--- config.mk ---
export PLATFORM = sky130hd
export DESIGN_NAME = viterbi_decoder
export DESIGN_NICKNAME = d
export VERILOG_FILES = /design/src/rtl/viterbi_pkg.sv /design/src/rtl/viterbi_acs.sv /design/src/rtl/viterbi_decoder.sv
export SDC_FILE = /design/constraint.sdc
export NUM_CORES = 1
export LEC_CHECK = 0
export BUFFER_PORTS_ARGS = -buffer_cell sky130_fd_sc_hd__buf_2
export CAP_MARGIN = 20
export CORE_MARGIN = 1
export CORE_UTILIZATION = 55
export DETAILED_ROUTE_END_ITERATION = 7
export PLACE_DENSITY = 0.71
export SYNTH_ARGS = -nofsm -noshare
export SYNTH_HDL_FRONTEND = slang
export SYNTH_HIERARCHICAL = 1
export SYNTH_SLANG_ARGS = --single-unit
--- constraint.sdc ---
create_clock -name clk -period 31 [get_ports clk]
set_input_delay 3.1 -clock clk [delete_from_list [all_inputs] [get_ports clk]]
set_output_delay 3.1 -clock clk [all_outputs]
set_load 0.02 [all_outputs]
--- src/rtl/viterbi_pkg.sv ---
// Shared trellis constants, the state-index type and branch-symbol helpers for
// the rate-1/2, K=3 (7,5) Viterbi decoder.
package viterbi_pkg;

  localparam int K       = 3;
  localparam int NSTATES = 4;

  localparam logic [K-1:0] G0 = 3'b111;
  localparam logic [K-1:0] G1 = 3'b101;

  // State index is the encoder shift register {r1, r0}.
  typedef logic [K-2:0] state_t;

  // Symbol the encoder emits when input b arrives in state s: {g0 bit, g1 bit}.
  function automatic logic [1:0] branch_symbol(state_t s, logic b);
    logic [K-1:0] taps;
    taps = {b, s};
    return {^(taps & G0), ^(taps & G1)};
  endfunction

  // Hamming distance between two 2-bit symbols, 0..2.
  function automatic logic [1:0] hamming2(logic [1:0] a, logic [1:0] c);
    logic [1:0] x;
    x = a ^ c;
    return {x[1] & x[0], x[1] ^ x[0]};
  endfunction

endpackage

--- src/rtl/viterbi_acs.sv ---
// Add-compare-select for one next state: two saturating candidate metrics,
// keep the smaller, prefer the r0=0 predecessor (pm0) on a tie.
module viterbi_acs
  import viterbi_pkg::*;
#(
  parameter int MW = 8
) (
  input  logic [MW-1:0] pm0,
  input  logic [MW-1:0] pm1,
  input  logic [1:0]    bm0,
  input  logic [1:0]    bm1,
  output logic [MW-1:0] pm_out,
  output logic          sel
);

  logic [MW:0]   sum0;
  logic [MW:0]   sum1;
  logic [MW-1:0] cand0;
  logic [MW-1:0] cand1;

  // Saturating adds followed by the compare/select.
  // NOTE: every output of a combinational block is assigned on every path,
  // otherwise synthesis infers a latch to hold the unassigned value.
  always_comb begin
    sum0   = {1'b0, pm0} + {{(MW-1){1'b0}}, bm0};
    sum1   = {1'b0, pm1} + {{(MW-1){1'b0}}, bm1};
    cand0  = sum0[MW] ? '1 : sum0[MW-1:0];
    cand1  = sum1[MW] ? '1 : sum1[MW-1:0];
    sel    = (cand1 < cand0);
    pm_out = sel ? cand1 : cand0;
  end

endmodule

--- src/rtl/viterbi_decoder.sv ---
// Hard-decision Viterbi decoder for the K=3 (7,5) code: four ACS units,
// metric normalisation, register-exchange survivors and best-state output.
module viterbi_decoder
  import viterbi_pkg::*;
#(
  parameter int D  = 16,
  parameter int MW = 8
) (
  input  logic       clk,
  input  logic       rst,
  input  logic       enable_i,
  input  logic [1:0] d_in,
  output logic       valid_o,
  output logic       d_out
);

  localparam int            CW      = $clog2(D + 1);
  localparam logic [MW-1:0] PM_INIT = MW'(32);

  logic [MW-1:0]      pm_q     [NSTATES];
  logic [D-1:0]       surv_q   [NSTATES];
  logic [CW-1:0]      fill_q;

  logic [MW-1:0]      acs_pm   [NSTATES];
  logic [NSTATES-1:0] acs_sel;
  logic [MW-1:0]      pm_norm  [NSTATES];
  logic [D-1:0]       surv_new [NSTATES];
  logic [MW-1:0]      min_pm;
  state_t             best;

  // One ACS per next state ns={b,r1}; predecessors are {r1,0} and {r1,1}.
  for (genvar ns = 0; ns < NSTATES; ns++) begin : g_acs
    localparam state_t NS = state_t'(ns);
    localparam state_t P0 = {NS[0], 1'b0};
    localparam state_t P1 = {NS[0], 1'b1};

    logic [1:0] bm0;
    logic [1:0] bm1;

    assign bm0 = hamming2(d_in, branch_symbol(P0, NS[1]));
    assign bm1 = hamming2(d_in, branch_symbol(P1, NS[1]));

    viterbi_acs #(.MW(MW)) u_acs (
      .pm0    (pm_q[P0]),
      .pm1    (pm_q[P1]),
      .bm0    (bm0),
      .bm1    (bm1),
      .pm_out (acs_pm[ns]),
      .sel    (acs_sel[ns])
    );
  end

  // Find the best new metric (lowest index wins ties), normalise, and
  // extend each survivor from its selected predecessor.
  always_comb begin
    min_pm = acs_pm[0];
    best   = '0;
    for (int s = 1; s < NSTATES; s++) begin
      if (acs_pm[s] < min_pm) begin
        min_pm = acs_pm[s];
        best   = state_t'(s);
      end
    end
    for (int s = 0; s < NSTATES; s++) begin
      pm_norm[s]  = acs_pm[s] - min_pm;
      surv_new[s] = {surv_q[{s[0], acs_sel[s]}][D-2:0], s[1]};
    end
  end

  // Metric, survivor, fill-counter and output registers; all hold when idle.
  // NOTE: sequential state uses non-blocking assignments so every register
  // samples the pre-edge values regardless of statement order.
  always_ff @(posedge clk or negedge rst) begin
    if (!rst) begin
      // NOTE: the survivor bank is a small register array, not a RAM, so it
      // takes the async reset; decoding restarts from a known all-zero history.
      for (int s = 0; s < NSTATES; s++) begin
        pm_q[s]   <= (s == 0) ? '0 : PM_INIT;
        surv_q[s] <= '0;
      end
      fill_q  <= '0;
      valid_o <= 1'b0;
      d_out   <= 1'b0;
    end else if (enable_i) begin
      for (int s = 0; s < NSTATES; s++) begin
        pm_q[s]   <= pm_norm[s];
        surv_q[s] <= surv_new[s];
      end
      if (fill_q < CW'(D)) fill_q <= fill_q + CW'(1);
      valid_o <= (fill_q >= CW'(D - 1));
      d_out   <= surv_new[best][D-1];
    end else begin
      valid_o <= 1'b0;
    end
  end

endmodule

After elaboration in Yosys (flattened, before gate mapping):

Cells that the tools add are included.

* register bits after elaboration: 101
* input port bits: 5
* output and inout bits: 2

* add/subtract/negate cells: 13
* order comparisons: 14
* muxes and demuxes: 34
* bitwise gates (word level): 16
* reductions and logical operators: 1

Operator list (number)
* binary-select mux 16 bit (select 2 bit): 5
* 2-to-1 mux 15 bit: 8
* 2-to-1 mux 8 bit: 15
* adder 8 x 2 -> 9 bit: 8
* < comparator 8 bit: 7
* 2-to-1 mux 16 bit: 2
* subtractor 8 bit: 4
* greater-or-equal comparator 3 bit (second input constant): 5
* inverter 2 -> 3 bit: 3
* inverter 1 -> 3 bit: 2
* adder 5 x 1 -> 5 bit (second input constant): 1
* greater-or-equal comparator 5 x 4 -> 1 bit (second input constant): 1
* < comparator 5 bit (second input constant): 1
* AND 1 bit: 4
* 2-to-1 mux 2 bit: 2
* bitwise XOR 1 bit: 4
* 2-to-1 mux 1 bit: 2
* inverter 1 bit: 2
* inverter 2 bit: 1
* AND reduction 2 bit: 1

Longest topological paths before layout:

* word-level depth: 16
* gate-level depth with buffers: 57
* mapped depth without buffers: 52

Modules after synthesis:

Netlist, hierarchy kept.

Modules (own cells, without submodules)
* viterbi_decoder: instances 1, cells an instance 763, area each 6730.2 µm², sequential area each 2356.0 µm²
* viterbi_acs (g_acs[0].u_acs ...): instances 3, cells an instance 103, area each 723.2 µm², sequential area each 0.0 µm²
* viterbi_acs (g_acs[3].u_acs): instances 1, cells an instance 100, area each 726.9 µm², sequential area each 0.0 µm²

Worst setup path before layout:

OpenSTA, ideal clock, no wires.

* kind: input port to flip-flop
* start: in d_in[0]
* end: reg pm_q[22] (netlist name)
* arrival time: 13654 ps
* data required time: 30868 ps
* setup slack: 17214 ps
* stages: 54
* buffers on the path: 6
* cell sequence: inv_1 -> ha_1 -> ha_1 -> inv_1 -> fa_1 -> nor3_1 -> or4b_2 -> o21ai_0 -> ha_1 -> a21oi_1 -> o21ai_0 -> o21bai_1 -> a21o_1 -> buf_6 -> a21oi_1 -> clkbuf_1 -> inv_1 -> ha_1 -> [... 18 more ...] -> nor2_1 -> nand2_1 -> o21ai_0 -> nor2_1 -> a41oi_4 -> clkbuf_1 -> clkbuf_1 -> nand2_1 -> o21ai_0 -> ha_1 -> inv_1 -> ha_1 -> o21ai_0 -> o211ai_1 -> maj3_2 -> maj3_2 -> o21ai_1 -> or3b_1

RTL lines
* start: declaration: RTL line viterbi_decoder.sv:12 `input logic [1:0] d_in,`
* end signal: indexed assignment: RTL line viterbi_decoder.sv:78 `pm_q[s] <= (s == 0) ? '0 : PM_INIT;`
* end signal: indexed assignment: RTL line viterbi_decoder.sv:86 `pm_q[s] <= pm_norm[s];`
* end: declaration: RTL line viterbi_decoder.sv:20 `logic [MW-1:0] pm_q [NSTATES];`

==> summary.md <==
| Metric | Value |
|---|---|
| Crit path kind | in -> reg |
| Max-cap check violation count | 0 |
| Via count | ~8,400 |
| First-pass GRT wire length | 39,200 um |
| Area after DPL | 0.00979 sq mm |
| Post-Syn Area per Cell | between 8 and 9 sq um |
| Antenna violations before repair | 0 |
| Largest net degree at the start of global routing | 80 |
| Post-CTS sizing | 0 |
| Status | finished, final reports clean |
| Vias in the first global route | between 7,000 and 8,000 |
| Post-synthesis async set-or-reset flop share | 100% |
| Net Count, Synth | approximately 1,300 |
| Die Width | 134 um |
| Final setup viols | 0 |
| Port buffer count | 6 |
| Fin area | slightly above 0.01 sq mm |
| Area added between synthesis and finish | 5.39% |
| Number of library cell types mapped by synthesis | 84 |
| Reg clk slew, reported paths | 0.07 ns |
| Fin. max-slew vios | 0 |
| Fraction of layout cells with a size suffix above 1 | 8.13% |
| Hold depth | 1 |
| Setup Buffers After CTS | 0 |
| Detailed placement HPWL | 18,100 um |
| TritonCTS clock tree | done |
| Antenna viol nets, final | 0 |
| Post-synthesis cell count | approximately 1,200 |
| CTS sink count | 94 |
| Post-Route WL | 23,500 um |
| Fin. Hold Viols | 0 |
| Hold_buf cts | 0 |
| Skew-Pair Late Insertion Delay | approximately 0.36 ns |
| R2R depth | 45 |
| Sequential share of the synthesized area | between 20% and 30% |
| Vias per std cell | 6.06 |
| CP required | 31.24 ns |
| Core area | roughly 0.017 sq mm |
| Initial Util | a little under three fifths |
| Fin util | slightly below 60% |
| Relative slew slack | roughly 34% |
| Critical path's slowest cell | mux2i_1 |
| Global placement routability congestion | just under 1 |
| Synth Warn # | 6 |
| RSZ-0062 raised after global routing | no |
| Tcrit/Tclk final | around half |
| Most used cell, CP | ha_1 |
| Arr. time, crit path | 15.45 ns |
| CTS buffer count | 9 |
| Max stage delay on crit path | 0.69 ns |
| Seq cells post-synth | 94 |
| Sum of negative setup slack | 0 ns |
| Aggregate global routing overflow | 0 |
| Main synth FF type | dfrtp_1 |
| CTS root buffer | clkbuf_16 |
| Hold WC Path Type | reg -> reg |
| Max clock buf depth | 2 |
| Final nets | 1,243 |
| Die area | ~0.018 sq mm |
| Final min period | between 15 and 20 ns |
| H-Tree Depth | 3 |
| # diodes | 0 |
| Die Y-Extent | 134 um |
| Residual DRC | 0 |
| Mapped cell area | 0.00963 sq mm |
| Worst setup EP type | flip-flop |
| Worst Max-Slew Pin Slew | roughly 0.98 ns |
| Post-synth EDFFs | 0 |
| Crit path launch type | input port |
| Rows | between 40 and 50 |
| Max Fclk | ~66 MHz |
| CP max FO | 25 |
| DRC marker count from the first detailed-route iteration | between 600 and 700 |
| # IOs | 7 |
| Setup Skew | between 0.006 and 0.007 ns |
| Overall Global Routing Usage | 27.4% |
| Routed WL per cell | around 17 um |
| DRT Pass-1 Iters | 5 |
-- cell usage after synthesis, drive strengths merged, types with 11 or more instances --
master	count	area, sq um
nor2	126	473
o21ai	58	302
xnor2	44	385
nor2b	14	87.6
a211oi	13	97.6
dfrtp	91	2280
nor3	19	105
nand4	19	138
a31oi	11	68.8
xor2	13	114
mux2i	95	967
a21oi	122	629
clkbuf	32	121
nand2b	16	100
and3	11	68.8
nand2	85	319
inv	89	334
a21o	16	120
ha	79	988
o211ai	23	178
buf	14	88.8
nand3	39	195
mux2	24	278
-- critical path: cells and delay by family --
family / cells / cell delay, ns
AO/OA/AOI/OAI: 17 / 4.65
adder cells (fa/ha/maj): 11 / 3.16
AND/OR/NAND/NOR: 9 / 2.35
multiplexers: 3 / 1.37
buffers and inverters: 8 / 0.83
-- state kept, by name, indices dropped and copies added, names as in the netlist --
signal and flops:
surv_q 55, d_out 1, pm_q 32, valid_o 1, fill_q 5
-- cell usage in the layout (no fill, tap or decap), types with 14 or more instances in the layout --
cell type / count
nand2b_1: 16
o21ai_0: 55
mux2_2: 22
xnor2_1: 44
nor2_1: 126
nand3_1: 39
a21oi_1: 119
nand4_1: 16
ha_1: 79
o211ai_1: 22
mux2i_1: 93
inv_1: 89
a21o_1: 16
dfrtp_1: 91
nor2b_1: 14
nor3_1: 17
nand2_1: 85
-- worst paths after layout --
| path | startpoint | slack (ns) | to |
|---|---|---|---|
| max in group asynchronous | rst | 27.17 | pm_q[28]$_DFFE_PN0P_ |
| worst min-delay path | surv_q[0]$_DFFE_PN0P_ | 0.47 | surv_q[0]$_DFFE_PN0P_ |
| worst max register to register | pm_q[16]$_DFFE_PN0P_ | 18.69 | pm_q[22]$_DFFE_PN0P_ |
| worst max-delay path | d_in[0] | 15.79 | pm_q[22]$_DFFE_PN0P_ |
| min in group asynchronous | rst | 2.64 | pm_q[7]$_DFFE_PN0P_ |
| worst min register to register | surv_q[0]$_DFFE_PN0P_ | 0.47 | surv_q[0]$_DFFE_PN0P_ |
-- cell type report --
type / instances / area (sq um)
clock buffers: 9 / 225
clock inverters: 7 / 128
fillers: 1593 / 7030
inverters: 91 / 342
multi-input cells: 941 / 6720
flip-flops and latches: 94 / 2360
well taps: 225 / 282
repair buffers: 14 / 95.1
-- metrics by stage --
stage          hold WS [ns]  setup slack (ns)  cells
2_1_floorplan         0.439             17.21   1172
3_3_place_gp          0.450             15.84   1365
3_5_place_dp          0.455             15.60   1365
4_1_cts               0.479             15.96   1381
5_1_grt               0.494             14.78   1381
6_report              0.474             15.79   1381
-- per-layer routing --
metal | global-route usage [%] | vias up | share of wire (%)
li1 | - | 4171 | -
met2 | 43.4 | 223 | 45
met5 | 0 | - | 0
met1 | 38.8 | 3929 | 48
met4 | 8.36 | 0 | 2.1
met3 | 3.70 | 42 | 5.2
-- kinds of logic after synthesis --
kind of cell               Yosys count  share of synthesized area [%]
buffers and inverters              137                           5.73
xor gates and xnor gates            57                           5.19
and+or+nand+nor                    367                           18.6
DFF                                 94                           24.5
muxes                              119                           12.9
AOI/OAI and AO/OA                  303                           20.3
adders and majority gates           95                           12.8
Power is not shown: default switching activity piles up to over one toggle a cycle in this logic, so the estimate is an artifact.
